==> config.mk <==
export PLATFORM = sky130hd
export DESIGN_NAME = maze_solver_flat
export DESIGN_NICKNAME = d
export VERILOG_FILES = /design/src/rtl/maze_pkg.sv /design/src/rtl/maze_if.sv /design/src/rtl/dir_stack.sv /design/src/rtl/maze_solver.sv /design/src/flat_wrapper.sv
export SDC_FILE = /design/constraint.sdc
export NUM_CORES = 1
export LEC_CHECK = 0
export BUFFER_PORTS_ARGS = -buffer_cell sky130_fd_sc_hd__buf_2
export CORE_MARGIN = 4
export CORE_UTILIZATION = 35
export DETAILED_ROUTE_END_ITERATION = 16
export RECOVER_POWER = 50
export REMOVE_ABC_BUFFERS = 1
export SLEW_MARGIN = 40
export SYNTH_ARGS = -nofsm -noshare
export SYNTH_HDL_FRONTEND = slang
export SYNTH_SLANG_ARGS = --single-unit
==> constraint.sdc <==
create_clock -name clk -period 13 [get_ports clk]
set_input_delay 0.65 -clock clk [delete_from_list [all_inputs] [get_ports clk]]
set_output_delay 0.65 -clock clk [all_outputs]
set_load 0.02 [all_outputs]
==> src/rtl/maze_pkg.sv <==
// rtl/maze_pkg.sv - shared types and constants for the maze solver
package maze_pkg;

  localparam int         MAZE_DIM  = 16;
  localparam logic [3:0] COORD_MAX = 4'(MAZE_DIM - 1);
  localparam logic [3:0] START_X   = 4'd0;
  localparam logic [3:0] START_Y   = 4'd0;
  localparam logic [3:0] GOAL_X    = COORD_MAX;
  localparam logic [3:0] GOAL_Y    = COORD_MAX;

  typedef enum logic [2:0] {
    S_IDLE, S_CHK_START, S_MARK, S_PROBE, S_MOVE, S_BACKTRACK, S_EMIT, S_DONE
  } state_t;

  typedef enum logic [1:0] {
    DIR_XP = 2'd0,
    DIR_YP = 2'd1,
    DIR_XM = 2'd2,
    DIR_YM = 2'd3
  } dir_t;

  function automatic dir_t opposite(dir_t d);
    return dir_t'(d ^ 2'd2);
  endfunction

endpackage

==> src/rtl/maze_if.sv <==
// rtl/maze_if.sv - solver control, maze-memory and path-stream signal bundle
interface maze_if;
  logic       start;
  logic [3:0] mem_x;
  logic [3:0] mem_y;
  logic       mem_rd;
  logic       mem_wr;
  logic       mem_wdata;
  logic       mem_rdata;
  logic       busy;
  logic       done;
  logic       found;
  logic [7:0] path_len;
  logic [1:0] dir;
  logic       dir_valid;
  logic       dir_ready;

  modport master (
    input  start, mem_rdata, dir_ready,
    output mem_x, mem_y, mem_rd, mem_wr, mem_wdata,
           busy, done, found, path_len, dir, dir_valid
  );

  modport slave (
    output start, mem_rdata, dir_ready,
    input  mem_x, mem_y, mem_rd, mem_wr, mem_wdata,
           busy, done, found, path_len, dir, dir_valid
  );
endinterface

==> src/rtl/dir_stack.sv <==
// rtl/dir_stack.sv - 256x2 LIFO of moves, readable by index for path emission
module dir_stack (
  input  logic       clk,
  input  logic       rst,
  input  logic       clr_i,
  input  logic       push_i,
  input  logic       pop_i,
  input  logic [1:0] push_data_i,
  input  logic [7:0] rd_idx_i,
  output logic [1:0] rd_data_o,
  output logic [1:0] top_o,
  output logic [7:0] sp_o
);
  logic [1:0] mem_q [256];
  logic [7:0] sp_q, sp_d;

  always_comb begin
    sp_d = sp_q;
    if (clr_i)       sp_d = 8'd0;
    else if (push_i) sp_d = sp_q + 8'd1;
    else if (pop_i)  sp_d = sp_q - 8'd1;
  end

  always_ff @(posedge clk or posedge rst) begin
    if (rst) sp_q <= 8'd0;
    else     sp_q <= sp_d;
  end

  // Entry storage needs no reset; sp alone defines what is valid.
  always_ff @(posedge clk) begin
    if (push_i && !clr_i) mem_q[sp_q] <= push_data_i;
  end

  assign rd_data_o = mem_q[rd_idx_i];
  assign top_o     = mem_q[sp_q - 8'd1];
  assign sp_o      = sp_q;
endmodule

==> src/rtl/maze_solver.sv <==
// rtl/maze_solver.sv - depth-first maze solver that streams the found path as move codes
module maze_solver
  import maze_pkg::*;
(
  input  logic   clk,
  input  logic   rst,
  maze_if.master bus
);
  state_t     state_q, state_d;
  logic [3:0] cx_q, cx_d, cy_q, cy_d;
  logic [2:0] try_q, try_d;
  logic [7:0] eidx_q, eidx_d, plen_q, plen_d;
  logic       found_q, found_d;

  logic       stk_clr, stk_push, stk_pop;
  logic [1:0] stk_rd, stk_top;
  logic [7:0] sp;

  dir_t       step_dir;
  logic [3:0] nx, ny;
  logic       in_range;

  logic [3:0] mem_x, mem_y;
  logic       mem_rd, mem_wr, mem_wdata, dir_valid;
  logic [1:0] dir;

  dir_stack u_stack (
    .clk        (clk),
    .rst        (rst),
    .clr_i      (stk_clr),
    .push_i     (stk_push),
    .pop_i      (stk_pop),
    .push_data_i(try_q[1:0]),
    .rd_idx_i   (eidx_q),
    .rd_data_o  (stk_rd),
    .top_o      (stk_top),
    .sp_o       (sp)
  );

  // One stepper serves both forward probing and retreating along the popped move.
  always_comb begin
    step_dir = (state_q == S_BACKTRACK) ? opposite(dir_t'(stk_top)) : dir_t'(try_q[1:0]);
    nx       = cx_q;
    ny       = cy_q;
    in_range = 1'b0;
    unique case (step_dir)
      DIR_XP: begin in_range = (cx_q != COORD_MAX); nx = cx_q + 4'd1; end
      DIR_YP: begin in_range = (cy_q != COORD_MAX); ny = cy_q + 4'd1; end
      DIR_XM: begin in_range = (cx_q != 4'd0);      nx = cx_q - 4'd1; end
      DIR_YM: begin in_range = (cy_q != 4'd0);      ny = cy_q - 4'd1; end
    endcase
  end

  always_comb begin
    state_d   = state_q;
    cx_d      = cx_q;
    cy_d      = cy_q;
    try_d     = try_q;
    eidx_d    = eidx_q;
    plen_d    = plen_q;
    found_d   = found_q;
    stk_clr   = 1'b0;
    stk_push  = 1'b0;
    stk_pop   = 1'b0;
    mem_x     = 4'd0;
    mem_y     = 4'd0;
    mem_rd    = 1'b0;
    mem_wr    = 1'b0;
    mem_wdata = 1'b0;
    dir_valid = 1'b0;
    dir       = 2'd0;
    case (state_q)
      S_IDLE, S_DONE: begin
        if (bus.start) begin
          state_d = S_CHK_START;
          cx_d    = START_X;
          cy_d    = START_Y;
          try_d   = 3'd0;
          eidx_d  = 8'd0;
          plen_d  = 8'd0;
          found_d = 1'b0;
          stk_clr = 1'b1;
        end
      end
      S_CHK_START: begin
        mem_rd  = 1'b1;
        mem_x   = START_X;
        mem_y   = START_Y;
        state_d = bus.mem_rdata ? S_DONE : S_MARK;
      end
      S_MARK: begin
        mem_wr    = 1'b1;
        mem_wdata = 1'b1;
        mem_x     = cx_q;
        mem_y     = cy_q;
        if (cx_q == GOAL_X && cy_q == GOAL_Y) begin
          found_d = 1'b1;
          plen_d  = sp;
          eidx_d  = 8'd0;
          state_d = S_EMIT;
        end else begin
          try_d   = 3'd0;
          state_d = S_PROBE;
        end
      end
      S_PROBE: begin
        if (try_q[2]) begin
          state_d = (sp == 8'd0) ? S_DONE : S_BACKTRACK;
        end else if (!in_range) begin
          try_d = try_q + 3'd1;
        end else begin
          mem_rd = 1'b1;
          mem_x  = nx;
          mem_y  = ny;
          if (!bus.mem_rdata) begin
            stk_push = 1'b1;
            cx_d     = nx;
            cy_d     = ny;
            state_d  = S_MARK;
          end else begin
            try_d = try_q + 3'd1;
          end
        end
      end
      S_BACKTRACK: begin
        stk_pop = 1'b1;
        cx_d    = nx;
        cy_d    = ny;
        try_d   = {1'b0, stk_top} + 3'd1;
        state_d = S_PROBE;
      end
      S_EMIT: begin
        dir_valid = 1'b1;
        dir       = stk_rd;
        if (bus.dir_ready) begin
          eidx_d = eidx_q + 8'd1;
          if (eidx_q == sp - 8'd1) state_d = S_DONE;
        end
      end
      default: state_d = S_IDLE;
    endcase
  end

  always_ff @(posedge clk or posedge rst) begin
    if (rst) begin
      state_q <= S_IDLE;
      cx_q    <= START_X;
      cy_q    <= START_Y;
      try_q   <= 3'd0;
      eidx_q  <= 8'd0;
      plen_q  <= 8'd0;
      found_q <= 1'b0;
    end else begin
      state_q <= state_d;
      cx_q    <= cx_d;
      cy_q    <= cy_d;
      try_q   <= try_d;
      eidx_q  <= eidx_d;
      plen_q  <= plen_d;
      found_q <= found_d;
    end
  end

  assign bus.mem_x     = mem_x;
  assign bus.mem_y     = mem_y;
  assign bus.mem_rd    = mem_rd;
  assign bus.mem_wr    = mem_wr;
  assign bus.mem_wdata = mem_wdata;
  assign bus.busy      = (state_q != S_IDLE) && (state_q != S_DONE);
  assign bus.done      = (state_q == S_DONE);
  assign bus.found     = found_q;
  assign bus.path_len  = plen_q;
  assign bus.dir       = dir;
  assign bus.dir_valid = dir_valid;
endmodule

==> src/flat_wrapper.sv <==
// flat-port wrapper written by rule: the top's interface ports become plain ports
module maze_solver_flat import maze_pkg::*;
  (clk, rst, bus_start, bus_mem_rdata, bus_dir_ready, bus_mem_x, bus_mem_y, bus_mem_rd, bus_mem_wr, bus_mem_wdata, bus_busy, bus_done, bus_found, bus_path_len, bus_dir, bus_dir_valid);
  maze_if bus_i ();
  input  logic clk;
  input  logic rst;
  input wire logic [$bits(bus_i.start)-1:0] bus_start;
  input wire logic [$bits(bus_i.mem_rdata)-1:0] bus_mem_rdata;
  input wire logic [$bits(bus_i.dir_ready)-1:0] bus_dir_ready;
  output wire logic [$bits(bus_i.mem_x)-1:0] bus_mem_x;
  output wire logic [$bits(bus_i.mem_y)-1:0] bus_mem_y;
  output wire logic [$bits(bus_i.mem_rd)-1:0] bus_mem_rd;
  output wire logic [$bits(bus_i.mem_wr)-1:0] bus_mem_wr;
  output wire logic [$bits(bus_i.mem_wdata)-1:0] bus_mem_wdata;
  output wire logic [$bits(bus_i.busy)-1:0] bus_busy;
  output wire logic [$bits(bus_i.done)-1:0] bus_done;
  output wire logic [$bits(bus_i.found)-1:0] bus_found;
  output wire logic [$bits(bus_i.path_len)-1:0] bus_path_len;
  output wire logic [$bits(bus_i.dir)-1:0] bus_dir;
  output wire logic [$bits(bus_i.dir_valid)-1:0] bus_dir_valid;
  assign bus_i.start = bus_start;
  assign bus_i.mem_rdata = bus_mem_rdata;
  assign bus_i.dir_ready = bus_dir_ready;
  assign bus_mem_x = bus_i.mem_x;
  assign bus_mem_y = bus_i.mem_y;
  assign bus_mem_rd = bus_i.mem_rd;
  assign bus_mem_wr = bus_i.mem_wr;
  assign bus_mem_wdata = bus_i.mem_wdata;
  assign bus_busy = bus_i.busy;
  assign bus_done = bus_i.done;
  assign bus_found = bus_i.found;
  assign bus_path_len = bus_i.path_len;
  assign bus_dir = bus_i.dir;
  assign bus_dir_valid = bus_i.dir_valid;
  maze_solver u_core (.clk(clk), .rst(rst), .bus(bus_i));
endmodule
Word-level counts from Yosys, hierarchy flattened:

Memories as Yosys holds them, arrays and structs flattened.
Cells that the tools add are included.

* flip-flop bits (word level): 39
* RAM bits: 512
* input port bits: 5
* output and inout bits: 25
* logic and storage cells: 130
* memories kept: 1

Memory list
* u_core.u_stack.mem_q: depth 256, bits a word 2, read ports 2, clocked after memory_dff 0, write ports 1, line dir_stack.sv:14 `logic [1:0] mem_q [256];`

* add/subtract/negate cells: 9
* eq/ne operators: 26
* multiplexer cells: 62
* bitwise gates (word level): 1
* reductions and logical operators: 22

Operators with widths (number)
* $mux 8: 7
* $mux 4: 11
* $mux 3: 13
* $pmux 4 s2: 4
* $pmux 4 s3: 2
* $pmux 8 s3: 1
* $pmux 3 s6: 1
* $add 8x1->8 const B: 2
* $pmux 8 s2: 1
* $mux 1: 15
* $reduce_and 5->1: 3
* $pmux 3 s4: 1
* $reduce_bool 3->1: 4
* $reduce_bool 4->1: 3
* $ne 2x2->1 const B: 5
* $eq 3x3->1 const B: 3
* $add 4x1->4 const B: 2
* $eq 4x4->1 const B: 2
* $eq 8x8->1: 1
* $logic_not 8->1: 1
* $ne 4x4->1 const B: 2
* $sub 4x1->4 const B: 2
* $sub 8x1->8 const B: 1
* $eq 3x2->1 const B: 2
* other kinds (21): 31

Depth between registers and ports, before layout:

Gate-level depths: netlist of the first run.
An unclocked memory read counts as a cell.

* depth in word-level cells: 12
* gate-level depth with buffers: 25
* gate-level depth less buffers: 16

By module:

Synthesis of the first run repeated with hierarchy kept, for this count alone.

* cells, all modules: 2097
* area total of the unflattened synthesis: 28691.3 µm²

By module, submodules not included
* dir_stack: times used 1, cells an instance 1802, area an instance 26191.4 µm², sequential area each 15574.9 µm²
* maze_solver: times used 1, cells an instance 295, area an instance 2499.9 µm², sequential area each 775.7 µm²

Worst setup path before layout of the first run:

OpenSTA, ideal clock, no wires.

* kind: reg-to-output
* from: reg u_core.try_q[1]
* to: out bus_mem_y[2]
* arrival time: 5.539 ns
* required time: 12.350 ns
* slack: 6.811 ns
* stages on the path, launching flop included: 10
* buffers on the path: 1
* cells stage by stage: dfrtp_1 o211ai_1 buf_4 nor2_1 xnor2_1 ha_1 or3_1 a21o_1 xor2_1 o21ai_1

* longest elaborated chain between the ends: 6
* elaborated cells on any way between the ends: 10
* those cells by class: 3 x eq/ne; 6 x mux; 1 x reduce/logical

RTL lines
* from (decl): line maze_solver.sv:11 `logic [2:0] try_q, try_d;`
* from (signal assigned): line maze_solver.sv:157 `try_q <= try_d;`
* $mux 2 (*): line maze_solver.sv:42 `step_dir = (state_q == S_BACKTRACK) ? opposite(dir_t'(stk_top)) : dir_t'(try_q[1:0]);`
* $eq 2x2->1, or another cell as far along: line maze_solver.sv:46 `unique case (step_dir)`
* $pmux 1 s4 or $pmux 4 s2 (tied branches): line maze_solver.sv:46
* $mux 4 (*): line maze_solver.sv:109 `end else if (!in_range) begin`
* $mux 4 (*): line maze_solver.sv:107 `if (try_q[2]) begin`
* $pmux 4 s2 (*): line maze_solver.sv:72 `case (state_q)`
* to (decl): line flat_wrapper.sv:11 `output wire logic [$bits(bus_i.mem_y)-1:0] bus_mem_y;`

Mark *: on every way between the ends. The rest lies on a longest branch, timed or not.

Worst setup path after layout of the first run:

* from: reg u_core.u_stack.sp_q[0], in the netlist u_core.u_stack.sp_o[0]
* to: out bus_mem_y[2]

* longest elaborated chain between the ends: 9
* elaborated cells on any way between the ends: 13
* those cells by class: 1 x add/sub; 3 x eq/ne; 6 x mux; 1 x bitwise; 1 x reduce/logical; 1 x memory

RTL lines
* from (decl): line dir_stack.sv:15 `logic [7:0] sp_q, sp_d;`
* from (signal assigned): line dir_stack.sv:26 `else sp_q <= sp_d;`
* $sub 8x1->8 (*): line dir_stack.sv:35 `assign top_o = mem_q[sp_q - 8'd1];`
* $mem_v2 256x2 (*)
* $not 1->1 (no line)
* $mux 2 (*): line maze_solver.sv:42
* $eq 2x2->1, or another cell as far along: line maze_solver.sv:46
* $pmux 1 s4 or $pmux 4 s2 (tied branches): line maze_solver.sv:46
* $mux 4 (*): line maze_solver.sv:109
* $mux 4 (*): line maze_solver.sv:107
* $pmux 4 s2 (*): line maze_solver.sv:72

Marked as above.

==> results of run 1 <==
-- sequential cells by signal, summed over array words and instances (netlist names) --
register,flops
u_core.bus.found,1
u_core.bus.path_len,8
u_core.cx_q,4
u_core.cy_q,4
u_core.eidx_q,8
u_core.state_q,3
u_core.try_q,3
u_core.u_stack.mem_q,512
u_core.u_stack.sp_o,8
-- final timing paths --
check | start | end | slack [ns] | depth (start not counted)
max | u_core.u_stack.sp_o[0]$_DFFE_PP0P_ | bus_mem_y[2] | 5.11 | 20
min | bus_mem_rdata | u_core.state_q[2]$_DFFE_PP0P_ | 0.47 | 4
max reg2reg | u_core.u_stack.sp_o[0]$_DFFE_PP0P_ | u_core.u_stack.mem_q[96][1]$_DFFE_PP_ | 5.34 | 16
min reg2reg | u_core.bus.path_len[3]$_DFFE_PP0P_ | u_core.bus.path_len[3]$_DFFE_PP0P_ | 0.50 | 1
max in group asynchronous | rst | u_core.u_stack.sp_o[0]$_DFFE_PP0P_ | 10.41 | 3
min in group asynchronous | rst | u_core.bus.path_len[7]$_DFFE_PP0P_ | 0.90 | 3
-- power by group --
part / internal [mW] / switching [mW]
clock network: 1.00 / 0.703
registers: 2.18 / 0.144
logic: 1.43 / 2.17
-- through the flow --
| stage | TNS (ns) | cell area [sq um] |
|---|---|---|
| after floorplan | -313.58 | 27800 |
| after global placement | 0 | 29600 |
| after detailed placement | 0 | 29700 |
| after CTS | 0 | 31700 |
| after global routing | 0 | 31600 |
| final | 0 | 31600 |
-- logic make-up after synthesis --
family                     after synthesis  share of synthesized area
AOI/OAI and AO/OA                      156                     0.0413
buffers and inverters                  166                     0.0282
DFF                                    551                      0.574
and+or+nand+nor                        585                     0.0898
adders and majority gates                9                    0.00395
muxes                                  347                      0.253
xor gates and xnor gates                29                    0.00957
-- placed cells by master, fill, tap and decap left out, types with 9 or more instances in the layout --
cell / n
edfxtp_1: 512
nor2_1: 272
buf_4: 23
nor3_1: 67
mux4_2: 298
bufinv_16: 9
mux2_2: 9
dfrtp_1: 32
clkbuf_1: 23
inv_1: 16
xnor2_1: 18
o21ai_0: 26
nand2_1: 132
a21oi_1: 21
a22o_1: 9
buf_2: 21
xor2_1: 9
clkbuf_16: 58
mux2i_1: 39
clkinv_2: 13
nand3_1: 31
-- worst min-delay path, delay by kind of cell --
kind                   cells  cell delay [ns]
AOI/OAI and AO/OA          1             0.06
buffers and inverters      2             0.24
and+or+nand+nor            1             0.09
-- cells in the mapped netlist (16+ instances only) --
cell type / n / area share
a21oi_1: 21 / 0.0037
buf_1: 16 / 0.0021
buf_2: 41 / 0.0072
buf_4: 18 / 0.0047
clkbuf_1: 65 / 0.0086
dfrtp_1: 39 / 0.034
edfxtp_1: 512 / 0.54
inv_1: 16 / 0.0021
mux2i_1: 39 / 0.014
mux4_2: 298 / 0.24
nand2_1: 136 / 0.018
nand3_1: 31 / 0.0054
nor2_1: 275 / 0.036
nor3_1: 69 / 0.012
o21ai_0: 26 / 0.0046
xnor2_1: 19 / 0.0058
-- area by class of cell --
cell class	instances	area (sq um)
tap	1060	1330
multi-input combinational	1126	11400
clock inverter	41	475
inverter	18	67.6
clock buffer	65	1480
timing repair buffer	71	510
fill	7317	48900
sequential	551	16400
-- layer usage --
metal	global-route usage	wire (microns)
met4	0.0474	2200
met5	0	0
met3	0.0324	7050
met2	0.301	38400
met1	0.252	31500
==> reports/results.txt, run 1 <==
outcome: complete, but fails checks
failing checks: max-capacitance violations, max-slew violations
setup slack at placement: 5.07 ns
Nets: 1839
Avg WL per Cell: 27.0 microns
delay of the slowest cell on the worst path: 0.76 ns
Post-CTS Resized: 0
CP arrival: 7.24 ns
fin crit share: 0.607
IO Count: 30
sequential area share after synthesis: 0.574
final setup vio count: 0
skew final: 0.0183 ns
Post-CTS Setup Repair Bufs: 0
number of hold violations in the final report: 0
Final Core Density: 0.393
drt via density: 6.05
Port Buffers: 29
layout cells sized above 1: 0.267
Leak: 9.67 nW
Layout Cells excl Fill: 2932
Die H: 293 microns
Placer Congestion: 0.870
CP endpoint kind: primary output
root buffer cell: clkbuf_16
max_slew headroom: -2.02
Tot Pwr: 7.63 mW
CP Data Required Time: 12.35 ns
synth warn: 0
Post-Synthesis Cell Area: 0.0285 sq mm
Hold Buf Count CTS: 0
Die ar.: 0.0860 sq mm
Buf+Inv Stages, Crit Path: 5
number of max-cap violations: 7
worst slew pin tran: 4.53 ns
Cell Count Post-Placement: 2823
setup ws final: 5.11 ns
vias: 17.7k
drt total wl: 79.2 mm
average cell area after synthesis: 15.5 sq um
remaining antenna violation count: 0
initial antenna violation count: 0
latest clock arrival within the worst-skew pair: 0.61 ns
Post-Syn Instances: 1843
PD cells: 241 mW/mm^2
largest net degree at the start of global routing: 109
CTS tree: yes
Main synth FF type: edfxtp_1
drt drc: 0
Detailed Place HPWL: 49.6 mm
row cnt: 104
fin crit period: 7.89 ns
Max H-tree Level: 2
grt ovf: 0
first-pass GRT wire length: 119 mm
Core Box Area: 0.0805 sq mm
vias in the first global route: 17.9k
starting density of the core: 0.354
WHS: 0.471 ns
die width: 293 microns
Async SR Flop Fraction: 0.0708
first-pass iteration count of the detailed router: 6
distinct cell type count after synthesis: 83
Worst Path Max Fanout: 39
Fmax: 127 MHz
HP Class: in -> reg
cell mode on critical path: buf_2
number of synthesized flops with an enable pin: 512
slowest cell on the critical path: a221oi_1
element type at the critical path start: flop
maximum clock path buffer count: 3
Ant. Diodes: 0
CP cell instances: buf_12, clkinv_1, ha_4, xor2_4, buf_4, mux2i_1, o21ai_0, o2111ai_1, a221oi_1, nand3_1, o211ai_1, buf_2, nor2_1, xnor2_1, ha_1, or3_1, a21o_1, xor2_1, o21ai_1, buf_2
CTS Buf Count: 57
Reg clk slew, reported paths: 0.06 ns
RSZ-0062 raised after global routing: false
post-synthesis register bit count: 551
clk sinks: 551
peak supply drop: 182 uV
delay-heaviest family, CP: buffers and inverters
max-slew violation count: 536
1st-iter DRT viols: 2011
GRT Total Usage: 0.182
Area Overhead vs Synth: 11.1%
CP Class: reg -> out
No activity file was read; power rests on OpenSTA's default activity.
==> run 2: changes to the inputs <==
==> constraint.sdc (replaced) <==
create_clock -name clk -period 8 [get_ports clk]
set_input_delay 0.4 -clock clk [delete_from_list [all_inputs] [get_ports clk]]
set_output_delay 0.4 -clock clk [all_outputs]
set_load 0.02 [all_outputs]
==> run 2 against run 1 <==
Against the previous run:
- clock skew rose by 0.0013 ns
- clock power rose by 66%
- highest routed layer is now met5
- first-iteration DRC count grew 5.1%
- the flow still finishes with violations (max-capacitance violations, max-slew violations)
- count of clock-buffer cells in the layout unchanged
==> reports/results.txt, run 2 (synthesis results as in run 1) <==
number of hold violations in the final report: 0 (unchanged)
commonest non-fill, non-tap cell in the layout: edfxtp_1
element type at the critical path start: flop
slowest cell on the critical path: dfrtp_4
worst slew pin tran: 4.81 ns (+0.277 ns)
die width: 293 microns (unchanged)
starting density of the core: 0.354 (unchanged)
failing checks: max-capacitance violations, max-slew violations
Port Buffers: 29 (unchanged)
HP Class: in -> reg
drt via density: 6.05 (about the same)
Detailed Place HPWL: 51.7 mm (+4.3%)
1st-iter DRT viols: 2113 (+5.1%)
first-pass iteration count of the detailed router: 6 (unchanged)
grt ovf: 0 (unchanged)
Hold Path Origin: bus_mem_rdata
fin crit period: 6.87 ns
Ant. Diodes: 0 (unchanged)
Max H-tree Level: 2 (unchanged)
max-slew violation count: 306 (-43%)
Largest register FFs: 512 (unchanged)
CP endpoint kind: primary output
number of max-cap violations: 4 (-3)
PD cells: 397 mW/mm^2 (+64%)
remaining antenna violation count: 0 (unchanged)
outcome: complete, but fails checks
delay-heaviest family, CP: buffers and inverters
row cnt: 104 (unchanged)
Die ar.: 0.0860 sq mm (unchanged)
root buffer cell: clkbuf_16
skew final: 0.0196 ns (+0.00128 ns)
final setup vio count: 0 (unchanged)
GRT met2 Usage: 0.310 (+0.00908)
Cell Count Post-Placement: 2831 (+0.28%)
delay of the slowest cell on the worst path: 0.85 ns (+0.09 ns)
initial antenna violation count: 1 (+1)
Reg clk slew, reported paths: 0.06 ns (about the same)
reg2reg path depth: 15 (-1)
layout cells sized above 1: 0.271 (+0.00404)
Die H: 293 microns (unchanged)
max_slew headroom: -2.20 (-0.185)
Worst Hold Depth: 4 (unchanged)
CP Data Required Time: 7.60 ns (-4.75 ns)
CP cell instances: clkinv_1, ha_4, buf_12, buf_12, mux4_2, mux4_2, nor2_1, o221ai_1, nand4_1, o211ai_1, buf_2, nor2_1, xnor2_1, ha_1, or3_1, a21o_1, xor2_1, o21ai_1, buf_2
Most Used Layer, Global Route: met2
IO Count: 30 (unchanged)
fin crit share: 0.859
Area Overhead vs Synth: 11.9%
peak supply drop: 290 uV (+59%)
Core Box Area: 0.0805 sq mm (unchanged)
Buf+Inv Stages, Crit Path: 5 (unchanged)
Crit Reg-Reg Endpoint: u_core.u_stack.mem_q[28][1]$_DFFE_PP_
RSZ-0062 raised after global routing: false
Nets: 1846 (+0.38%)
worst hold path endpoint: u_core.state_q[2]$_DFFE_PP0P_
Layout Cells excl Fill: 2941 (+0.31%)
first-pass GRT wire length: 122 mm (+2.4%)
largest net degree at the start of global routing: 145 (+33%)
maximum clock path buffer count: 3 (unchanged)
Worst Path Max Fanout: 50 (+28%)
vias in the first global route: 18.4k (+3.2%)
CP arrival: 6.47 ns (-0.77 ns)
Levels on crit path: 19 (-5.0%)
Tot Pwr: 12.6 mW (+66%)
GRT Total Usage: 0.187 (+0.00428)
R2R setup slack: 1.26 ns (-4.08 ns)
Placer Congestion: 0.900 (+3.4%)
TNS Setup: 0 ns (unchanged)
CP Class: reg -> out
Reg2Reg Launch Point: u_core.u_stack.sp_o[0]$_DFFE_PP0P_
met3 usage: 0.0391 (+0.00673)
CTS tree: yes
commonest cells after routing, fill and taps aside: 512 x edfxtp_1, 298 x mux4_2, 273 x nor2_1, 132 x nand2_1, 67 x nor3_1
Final Core Density: 0.396 (+0.00294)
vias: 17.8k (+0.23%)
Fmax: 145 MHz
drt total wl: 80.9 mm (+2.1%)
CTS Buf Count: 58 (+1.8%)
Avg WL per Cell: 27.5 microns (+1.8%)
met1 Use GR: 0.249 (-0.00362)
Leak: 9.78 nW (+1.2%)
drt drc: 0 (unchanged)
latest clock arrival within the worst-skew pair: 0.62 ns (about the same)
Biggest register: u_core.u_stack.mem_q
clk sinks: 551 (unchanged)
run 2: cell count changes in the layout (fill, tap and decap cells not counted), moves of 2 or more:
cell | previous run | this run
buf_12 | 1 | 10
clkinv_1 | 7 | 15
clkbuf_1 | 23 | 16
buf_6 | 6 | 1
buf_4 | 23 | 27
clkbuf_16 | 58 | 61
clkinvlp_4 | 7 | 5
dfrtp_1 | 32 | 30
inv_6 | 3 | 1
run 2: worst min-delay path, cell delays in order:
cell	delay (ns)
buf_2	0.11
inv_1	0.12
nand2_1	0.09
a211oi_1	0.07
run 2: worst max-delay path by stage:
stage,to,slack [ns],from
after global placement,u_core.u_stack.mem_q[124][1]$_DFFE_PP_,1.52,u_core.u_stack.sp_o[0]$_DFFE_PP0P_
final,bus_mem_y[2],1.13,u_core.u_stack.sp_o[0]$_DFFE_PP0P_
after floorplan,u_core.u_stack.mem_q[108][0]$_DFFE_PP_,-6.00,u_core.u_stack.sp_o[0]$_DFFE_PP0P_
after global routing,bus_mem_y[2],0.80,u_core.u_stack.sp_o[0]$_DFFE_PP0P_
after detailed placement,u_core.u_stack.mem_q[124][1]$_DFFE_PP_,1.39,u_core.u_stack.sp_o[0]$_DFFE_PP0P_
after CTS,bus_mem_y[2],1.14,u_core.u_stack.sp_o[0]$_DFFE_PP0P_
run 2: area by class of cell:
type,instances,area (sq um)
Timing Repair Buffer,77,687
Sequential cell,551,16400
Clock buffer,65,1540
Clock inverter,44,453
Fill cell,7247,48700
Tap cell,1060,1330
Multi-Input combinational cell,1126,11400
Inverter,18,67.6
run 2: timing repair:
action	CTS	global route
hold endpoints to repair	39	0
setup buffers	0	0
hold buffers	1	0
gates resized for setup	0	0
run 2: metal layers:
layer / part of all wire / wire [microns] / vias to the layer above
li1: - / - / 7385
met1: 0.39 / 31500 / 9267
met2: 0.49 / 39500 / 962
met3: 0.089 / 7200 / 170
met4: 0.033 / 2660 / 2
met5: 0.00012 / 10 / -
run 2: report_power, final:
part / internal [mW] / switching, mW
Clock: 1.67 / 1.15
Sequential: 3.53 / 0.279
Combinational: 2.40 / 3.61
Total: 7.60 / 5.04
run 2: metrics by stage:
step	setup WS (ns)	hold slack, ns	instance area (sq um)
6_report	1.13	0.217	31900
5_1_grt	0.800	0.222	31900
4_1_cts	1.14	0.181	31900
3_5_place_dp	1.39	0.477	29900
3_3_place_gp	1.52	0.460	29700
2_1_floorplan	-6.00	0.529	27800
==> run 3: changes to the inputs <==
--- a/config.mk
+++ b/config.mk
@@ -6,9 +6,12 @@
 export NUM_CORES = 1
 export LEC_CHECK = 0
 export BUFFER_PORTS_ARGS = -buffer_cell sky130_fd_sc_hd__buf_2
+export CELL_PAD_IN_SITES_DETAIL_PLACEMENT = 1
+export CELL_PAD_IN_SITES_GLOBAL_PLACEMENT = 1
 export CORE_MARGIN = 4
 export CORE_UTILIZATION = 35
 export DETAILED_ROUTE_END_ITERATION = 16
+export PLACE_DENSITY_LB_ADDON = 0.1
 export RECOVER_POWER = 50
 export REMOVE_ABC_BUFFERS = 1
 export SLEW_MARGIN = 40
==> run 3 against run 2 <==
Against the previous run:
- the flow still finishes with violations (max-capacitance violations, max-slew violations)
- count of clock-buffer cells in the layout is 16 higher
- cell count is 0.58% higher
- flip-flop and latch count unchanged
- via count decreased by 1.4%
- die area unchanged
- sequential share of layout area is 0.24 points lower
- combinational power increased by 3.3%
- sequential power grew 1%
- first-iteration DRC count is 22% lower
- clock skew grew 0.022 ns
- highest routed layer is now met4
==> reports/results.txt, run 3 (synthesis results as in run 1) <==
critical path launch point: u_core.u_stack.sp_o[0]$_DFFE_PP0P_
sequential fraction of design power: 0.294 (-0.007)
Worst Path Max Fanout: 33 (-34%)
Area Overhead vs Synth: 12.4%
CTS Buf Count: 67 (+16%)
CP Data Required Time: 7.60 ns (about the same)
initial antenna violation count: 1 (unchanged)
Reg2Reg Launch Point: u_core.u_stack.sp_o[0]$_DFFE_PP0P_
Max H-tree Level: 3 (+1)
CP endpoint kind: primary output
peak supply drop: 214 uV (-26%)
DRT met1 WL: 39.8 mm (+26%)
Detailed Place HPWL: 59.3 mm (+15%)
Ant. Diodes: 0 (unchanged)
Fmax: 146 MHz (+0.58%)
Cell Count Post-Placement: 2838 (+0.25%)
failing checks: max-capacitance violations, max-slew violations
element type at the critical path start: flop
number of max-cap violations: 7 (+3)
Avg WL per Cell: 31.3 microns (+14%)
max layer used: met4
root buffer cell: clkbuf_16
Switch Pwr: 5.32 mW (+5.6%)
Largest register FFs: 512 (unchanged)
max-slew violation count: 546 (+78%)
final setup vio count: 0 (unchanged)
maximum clock path buffer count: 3 (unchanged)
CP Class: reg -> out
IO Count: 30 (unchanged)
sw frac: 0.407 (+0.00823)
commonest non-fill, non-tap cell in the layout: edfxtp_1
die width: 293 microns (unchanged)
Port Buffers: 29 (unchanged)
fin crit period: 6.83 ns (-0.0397 ns)
Biggest register: u_core.u_stack.mem_q
Layout Cells excl Fill: 2958 (+0.58%)
clk sinks: 551 (unchanged)
1st-iter DRT viols: 1652 (-22%)
drt total wl: 92.7 mm (+15%)
Reg clk slew, reported paths: 0.06 ns (about the same)
skew final: 0.0414 ns (+0.0218 ns)
starting density of the core: 0.354 (unchanged)
latest clock arrival within the worst-skew pair: 0.62 ns (about the same)
CTS tree: yes
drt drc: 0 (unchanged)
max_slew headroom: -2.36 (-0.157)
row cnt: 104 (unchanged)
first-pass iteration count of the detailed router: 5 (-1)
Worst Setup EP: bus_mem_y[2]
PD cells: 409 mW/mm^2 (+3.0%)
Levels on crit path: 19 (unchanged)
worst slew pin tran: 5.04 ns (+0.236 ns)
Post-CTS Resized: 0 (unchanged)
Placer Congestion: 0.826 (-8.2%)
P_int: 7.76 mW (+2.1%)
largest net degree at the start of global routing: 111 (-23%)
vias in the first global route: 18.7k (+1.4%)
first-pass GRT wire length: 135 mm (+11%)
WL met2: 45.0 mm (+14%)
reg2reg path depth: 13 (-2)
slowest cell on the critical path: dfrtp_4
metal3 WL: 5.25 mm (-27%)
GRT Total Usage: 0.215 (+0.0287)
fin crit share: 0.854 (-0.00497)
outcome: complete, but fails checks
combinational group share of total power: 0.475 (about the same)
delay of the slowest cell on the worst path: 0.75 ns (-0.10 ns)
delay-heaviest family, CP: buffers and inverters
Die ar.: 0.0860 sq mm (unchanged)
commonest cells after routing, fill and taps aside: 512 x edfxtp_1, 298 x mux4_2, 273 x nor2_1, 132 x nand2_1, 69 x clkbuf_16
RSZ-0062 raised after global routing: false
layout cells sized above 1: 0.273 (+0.00179)
R2R setup slack: 1.50 ns (+0.24 ns)
Core Box Area: 0.0805 sq mm (unchanged)
HP Class: in -> async
Buf+Inv Stages, Crit Path: 5 (unchanged)
Leak: 9.88 nW (+0.96%)
Area after DPL: 0.0299 sq mm (about the same)
CP arrival: 6.43 ns (-0.04 ns)
vias: 17.5k (-1.4%)
clock power share: 0.231 (+0.008)
Nets: 1864 (+0.98%)
Crit Reg-Reg Endpoint: u_core.u_stack.mem_q[207][0]$_DFFE_PP_
drt via density: 5.93 (-2.0%)
number of hold violations in the final report: 0 (unchanged)
Die H: 293 microns (unchanged)
grt ovf: 0 (unchanged)
remaining antenna violation count: 0 (unchanged)
fin area: 0.0320 sq mm (+0.45%)
CP cell instances: clkinv_1, ha_4, buf_12, buf_4, mux4_2, mux4_2, nor2_1, o21ai_0, nand4_1, o211ai_1, buf_2, nor2_1, xnor2_1, ha_1, or3_1, a21o_1, xor2_1, o21ai_1, buf_2
## run 3: cell types whose count changed in the layout (fill, tap and decap cells not counted), sizes merged
cell / previous run / this run
buf: 64 / 70
bufinv: 9 / 6
clkbuf: 77 / 96
clkinv: 31 / 28
clkinvlp: 5 / 3
## run 3: through the flow
stage	hold WS, ns	power (mW)	setup TNS (ns)	utilization	setup WS, ns
3_3_place_gp	0.283	10.0	0	0.370	1.60
4_1_cts	0.192	13.2	0	0.398	0.977
5_1_grt	0.219	13.7	0	0.398	0.708
3_5_place_dp	0.290	10.1	0	0.371	1.54
2_1_floorplan	0.529	8.04	-3016.90	-	-6.00
6_report	0.219	13.1	0	0.398	1.17
## run 3: power groups by stage
stage	clock network [mW]	logic, mW	registers, mW
finish	3.02	6.21	3.85
global route	3.23	6.57	3.88
CTS	3.10	6.25	3.83
detailed placement	0	6.22	3.89
global placement	0	6.17	3.88
floorplan	0	3.81	4.23
## run 3: final cells by class
type	instances	area, sq um
tap	1060	1330
inverter	18	67.6
sequential	551	16400
clock buffer	81	1790
fill	7944	48500
multi-input combinational	1126	11400
timing repair buffer	86	667
clock inverter	36	365
## run 3: tightest hold or removal path, stage by stage
cell and delay, ns:
dlygate4sd3_1 0.53, buf_2 0.12, clkinv_1 0.12
## run 3: how the worst min path moves through the flow
stage                                                     to  slack [ns]  cells after the start
final                     u_core.bus.path_len[0]$_DFFE_PP0P_        0.22                      3
after global routing      u_core.bus.path_len[0]$_DFFE_PP0P_        0.22                      3
after CTS                 u_core.bus.path_len[0]$_DFFE_PP0P_        0.19                      3
after detailed placement  u_core.bus.path_len[4]$_DFFE_PP0P_        0.29                      2
after global placement          u_core.bus.found$_DFFE_PP0P_        0.28                      2
after floorplan                   u_core.cy_q[0]$_DFFE_PP0P_        0.53                      1
## run 3: repair_timing
action                    in CTS  in global routing
setup buffers                  0                  0
hold endpoints to repair       5                  0
hold buffers                   1                  0
## run 3: per-layer routing
layer  GRT usage  vias to the layer above
met3      0.0385                      128
met4      0.0609                        0
li1            -                     7442
met2       0.355                      561
met5           0                        -
met1       0.296                     9408
